<file path="config.mk">
export PLATFORM = sky130hd
export DESIGN_NAME = uart_rx_fifo
export DESIGN_NICKNAME = d
export VERILOG_FILES = /design/src/rtl/uart_rx_fifo.sv
export SDC_FILE = /design/constraint.sdc
export NUM_CORES = 1
export LEC_CHECK = 0
export CAP_MARGIN = 0
export CORE_AREA = 2 2 83 93
export CTS_BUF_LIST = sky130_fd_sc_hd__clkbuf_16
export CTS_CLUSTER_DIAMETER = 60
export DETAILED_ROUTE_END_ITERATION = 12
export DIE_AREA = 0 0 85 95
export GPL_TIMING_DRIVEN = 1
export PLACE_DENSITY = 0.7
export SLEW_MARGIN = 20
export SYNTH_ARGS = -nofsm -noshare
export SYNTH_HDL_FRONTEND = slang
export SYNTH_SLANG_ARGS = --single-unit
</file>
<file path="constraint.sdc">
create_clock -name clk -period 5.95 [get_ports clk]
set_input_delay 1.19 -clock clk [delete_from_list [all_inputs] [get_ports clk]]
set_output_delay 1.19 -clock clk [all_outputs]
set_load 0.05 [all_outputs]
</file>
<file path="src/rtl/uart_rx_fifo.sv">
// 8N1 UART receiver with 3-sample majority vote per bit, feeding a show-ahead
// FIFO with valid/ready read side, framing-error and overrun pulses.
module uart_rx_fifo #(
   parameter int CLKS_PER_BIT = 868,
   parameter int FIFO_DEPTH   = 4
) (
   input  logic                          clk,
   input  logic                          reset,
   input  logic                          rxd,
   input  logic                          rx_ready,
   output logic                          rx_valid,
   output logic [7:0]                    rx_data,
   output logic [$clog2(FIFO_DEPTH):0]   fifo_count,
   output logic                          frame_err,
   output logic                          overrun,
   output logic                          busy
);
   // state   | meaning
   // S_IDLE  | line idle, waiting for rxs low (that cycle is cnt=0)
   // S_START | start bit; majority 1 at centre means glitch
   // S_DATA  | 8 data bits, LSB first
   // S_STOP  | stop bit; leaves at the decision sample
   // S_BREAK | stop bit was low; wait for the line to return high
   typedef enum logic [2:0] {S_IDLE, S_START, S_DATA, S_STOP, S_BREAK} state_t;

   localparam int H  = CLKS_PER_BIT / 2;
   localparam int CW = $clog2(CLKS_PER_BIT);
   localparam int AW = $clog2(FIFO_DEPTH);

   state_t          state_q, state_d;
   logic [1:0]      sync_q;
   logic            rxs;
   logic [CW-1:0]   cnt_q, cnt_d;
   logic [2:0]      bit_q, bit_d;
   logic [7:0]      shift_q, shift_d;
   logic [1:0]      smp_q, smp_d;
   logic            fe_q, fe_d, ov_q, ov_d;
   logic            maj, at_decide, at_end, push;

   logic [7:0]      mem_q [FIFO_DEPTH];
   logic [AW-1:0]   wptr_q, wptr_d, rptr_q, rptr_d;
   logic [AW:0]     count_q, count_d;
   logic            pop, full, wr;

   assign rxs       = sync_q[1];
   assign at_decide = (cnt_q == CW'(H + 1));
   assign at_end    = (cnt_q == CW'(CLKS_PER_BIT - 1));
   assign maj       = (smp_q[0] & smp_q[1]) | (smp_q[0] & rxs) | (smp_q[1] & rxs);

   always_comb begin
      state_d = state_q;
      cnt_d   = cnt_q + CW'(1);
      bit_d   = bit_q;
      shift_d = shift_q;
      smp_d   = smp_q;
      push    = 1'b0;
      fe_d    = 1'b0;
      if (cnt_q == CW'(H - 1)) smp_d[0] = rxs;
      if (cnt_q == CW'(H))     smp_d[1] = rxs;
      case (state_q)
         S_IDLE: begin
            cnt_d = '0;
            if (!rxs) begin
               state_d = S_START;
               cnt_d   = CW'(1);
            end
         end
         S_START: begin
            if (at_decide && maj) begin
               state_d = S_IDLE;
               cnt_d   = '0;
            end else if (at_end) begin
               state_d = S_DATA;
               cnt_d   = '0;
               bit_d   = '0;
            end
         end
         S_DATA: begin
            if (at_decide) shift_d = {maj, shift_q[7:1]};
            if (at_end) begin
               cnt_d = '0;
               bit_d = bit_q + 3'd1;
               if (bit_q == 3'd7) state_d = S_STOP;
            end
         end
         S_STOP: begin
            if (at_decide) begin
               cnt_d = '0;
               if (maj) begin
                  push    = 1'b1;
                  state_d = S_IDLE;
               end else begin
                  fe_d    = 1'b1;
                  state_d = S_BREAK;
               end
            end
         end
         S_BREAK: begin
            cnt_d = '0;
            if (rxs) state_d = S_IDLE;
         end
         default: begin
            state_d = S_IDLE;
            cnt_d   = '0;
         end
      endcase
   end

   // A full FIFO still accepts a push when the head leaves in the same cycle.
   assign pop  = rx_valid & rx_ready;
   assign full = (count_q == (AW+1)'(FIFO_DEPTH));
   assign wr   = push & (~full | pop);
   assign ov_d = push & full & ~pop;

   always_comb begin
      wptr_d  = wr  ? wptr_q + AW'(1) : wptr_q;
      rptr_d  = pop ? rptr_q + AW'(1) : rptr_q;
      count_d = count_q;
      case ({wr, pop})
         2'b10:   count_d = count_q + (AW+1)'(1);
         2'b01:   count_d = count_q - (AW+1)'(1);
         default: count_d = count_q;
      endcase
   end

   always_ff @(posedge clk) begin
      if (reset) begin
         sync_q  <= 2'b11;
         state_q <= S_IDLE;
         cnt_q   <= '0;
         bit_q   <= '0;
         shift_q <= '0;
         smp_q   <= '0;
         fe_q    <= 1'b0;
         ov_q    <= 1'b0;
         wptr_q  <= '0;
         rptr_q  <= '0;
         count_q <= '0;
      end else begin
         sync_q  <= {sync_q[0], rxd};
         state_q <= state_d;
         cnt_q   <= cnt_d;
         bit_q   <= bit_d;
         shift_q <= shift_d;
         smp_q   <= smp_d;
         fe_q    <= fe_d;
         ov_q    <= ov_d;
         wptr_q  <= wptr_d;
         rptr_q  <= rptr_d;
         count_q <= count_d;
      end
   end

   always_ff @(posedge clk) begin
      if (wr) mem_q[wptr_q] <= shift_q;
   end

   assign rx_valid   = (count_q != '0);
   assign rx_data    = rx_valid ? mem_q[rptr_q] : 8'h00;
   assign fifo_count = count_q;
   assign frame_err  = fe_q;
   assign overrun    = ov_q;
   assign busy       = (state_q != S_IDLE);
endmodule

</file>
==> metrics.txt <==
maxcap violations 0; sequential fraction of the synthesis area 0.5599; routed len/inst approximately 13 µm; Die H about 95 µm; Synth warnings 0; Mapped Nets 270; Hold WC Path Type reg -> reg; Post-DP HPWL ~3300 µm; share of cells above drive strength 1 0.1286; Setup TNS Final 0 ns; Worst Path Required 4.76 ns; post-CTS setup buffers 0; FILL cells 593; Final Hold Slack 0.4087 ns; count leader, synth dfxtp_1; CP max FO 8; H-tree depth 3; Max Clock Freq between 200 and 300 MHz; global-route wire length before repair between 8000 and 9000 µm; Tcrit/Tclk final 0.6107; Post-Syn Instances 256; Pwr Density 422.1 nW/µm²; CP cell instances mux4_2 -> and2_1 -> clkdlybuf4s50_1; Vias 1870; CTS tree built; Least-Margin Pin Slew between 1 and 1.5 ns; Top FF cell, synth dfxtp_1; PostCTS Resize Cnt 0; worst reg2reg startpoint cnt_q[0]; initial antenna violation count 0; Final Hold Viols 0; Post-synth EDFFs 32; Clk pwr share 0.337; Post-Layout Cell Count roughly 370; global placement routability congestion about 0.75; clk_skew 0.006058 ns; Inst Count DP around 350; CORE AREA 7226 µm²; Worst-Skew Late Latency 0.33 ns; Area growth syn-to-layout 17.34%; Setup Viol. Count Final 0; # hold bufs at CTS 0; P_leak ~1.2 nW; clock transition at the registers of the reported paths about 0.060 ns; critical path arrival about 2.4 ns; Tmin final around 3.6 ns; Hold Startpoint sync_q[0]; Total GRT Usage 0.1360; vias in the first global route 1722; critical path type reg -> out; Starting Density 0.4305; Tot Pwr approximately 1.5 mW; GRT Residual Overflow 0; NetSw ~0.51 mW; outcome completed; top post-synthesis cells by count dfxtp_1 (39), nor2_1 (34), edfxtp_1 (32); DR vias/cell 5.095; worst relative slew slack 0.3253; worst vdd ir 331.8 µV; Clock Sink Count 71; DR DRC count 0; Routed WL 4868 µm; unrepaired setup endpoints after global routing false; I/O pin total 19; Comb power frac 0.297; clock tree buffer depth 2; Avg Cell Area, Syn between 10 and 15 µm²; nets@finish 289; diode count 0; Initial DRC Count about 100; drt pass-1 iters 4; library cells used by synthesis 49; Worst path max stage delay just under 0.7 ns; flop-to-flop setup slack 3.16 ns; die span in x between 80 and 90 µm; Synth top area share 0.3089; biggest area consumer among synthesized cells edfxtp_1; total CTS buffers 9; sequential power share 0.366; CP max stage cell clkdlybuf4s50_1; fraction of registers with async set/reset 0; Port-buffer cells 18; Int Power slightly above 1 mW; largest cells by area after synthesis edfxtp_1 (31%), dfxtp_1 (25%), mux4_2 (5.8%), nor2_1 (4.1%), ha_1 (3.6%); Placement Rows 33; Mapped Area 3110 µm²; max-slew violations 0; Final Util 0.5051; Clock Root Buffer clkbuf_16; Routed Antenna Nets 0; switch share 0.3336; crit end category output pin; startpoint types flip-flop; pin count of the biggest net entering global routing 29; FF+latch count, synth a little over 70; DIE AREA 8075 µm²
cells by family (layout without fill, tap and decap cells):
group / Yosys count / count (layout) / synth area share
DFF: 71 / 71 / 0.5599
AOI/OAI and AO/OA: 23 / 23 / 0.05430
xor gates and xnor gates: 13 / 13 / 0.03661
adders and majority gates: 11 / 11 / 0.04626
and+or+nand+nor: 95 / 95 / 0.1770
muxes: 19 / 19 / 0.09332
buffers and inverters: 24 / 48 / 0.03258
per-layer routing:
metal	up-vias	routed length [µm]	GRT usage
met5	-	0	0
met3	9	172	0.04371
met2	21	2381	0.2148
met4	0	72	0.07540
li1	953	-	-
met1	887	2241	0.1646
layout by cell type (no fill, tap or decap), types with 3 or more instances in the layout:
cell type	n
dfxtp_1	39
nor2_1	34
edfxtp_1	32
clkdlybuf4s50_1	18
inv_1	15
and2_1	13
mux2i_1	11
nand2_1	10
ha_1	9
clkbuf_16	9
mux4_2	8
nand3_1	7
xnor2_1	7
xor2_1	6
a21oi_1	5
o21ai_0	4
or2_2	3
nor3b_1	3
and3_1	3
and4_1	3
clkinvlp_4	3
cell type report:
| type | count | area (µm²) | share of cell area |
|---|---|---|---|
| clock inverter | 7 | 73.82 | 0.02023 |
| clock buffer | 9 | 225.2 | 0.06171 |
| sequential | 71 | 1742 | 0.4772 |
| inverter | 14 | 52.55 | 0.01440 |
| timing repair buffer | 18 | 180.2 | 0.04937 |
| multi-input combinational | 161 | 1267 | 0.3473 |
| tap | 87 | 108.9 | 0.02983 |
critical path: cells and delay by family, from the launching register on:
kind	cells	cell delay (ns)
buffers and inverters	1	0.69
DFF	1	0.67
muxes	1	0.59
and+or+nand+nor	1	0.17
path summary, 6_finish.rpt:
kind	end	cells past startpoint
worst max-delay path	rx_data[7]	3
worst min register to register	sync_q[1]	1
worst min-delay path	sync_q[1]	1
worst max register to register	fifo_count[2]	9
state kept, by name, indices dropped and copies added, names as in the netlist, named ones only:
register	cells
bit_q	3
cnt_q	10
fifo_count	3
frame_err	1
mem_q	32
overrun	1
rptr_q	2
shift_q	8
smp_q	2
state_q	3
sync_q	2
wptr_q	2
power by group through the flow:
stage	clock [mW]	combinational, mW	sequential [mW]
CTS	0.534	0.463	0.566
detailed placement	0	0.460	0.576
finish	0.519	0.458	0.564
global placement	0	0.461	0.575
floorplan	0	0.326	0.583
global route	0.554	0.485	0.570
metrics by stage:
stage | setup slack [ns] | area (µm²)
global route | 2.182 | 3650
finish | 2.317 | 3650
CTS | 2.251 | 3650
floorplan | 2.981 | 3110
detailed placement | 2.258 | 3351
global placement | 2.316 | 3351
No activity file was read; power rests on OpenSTA's default activity.
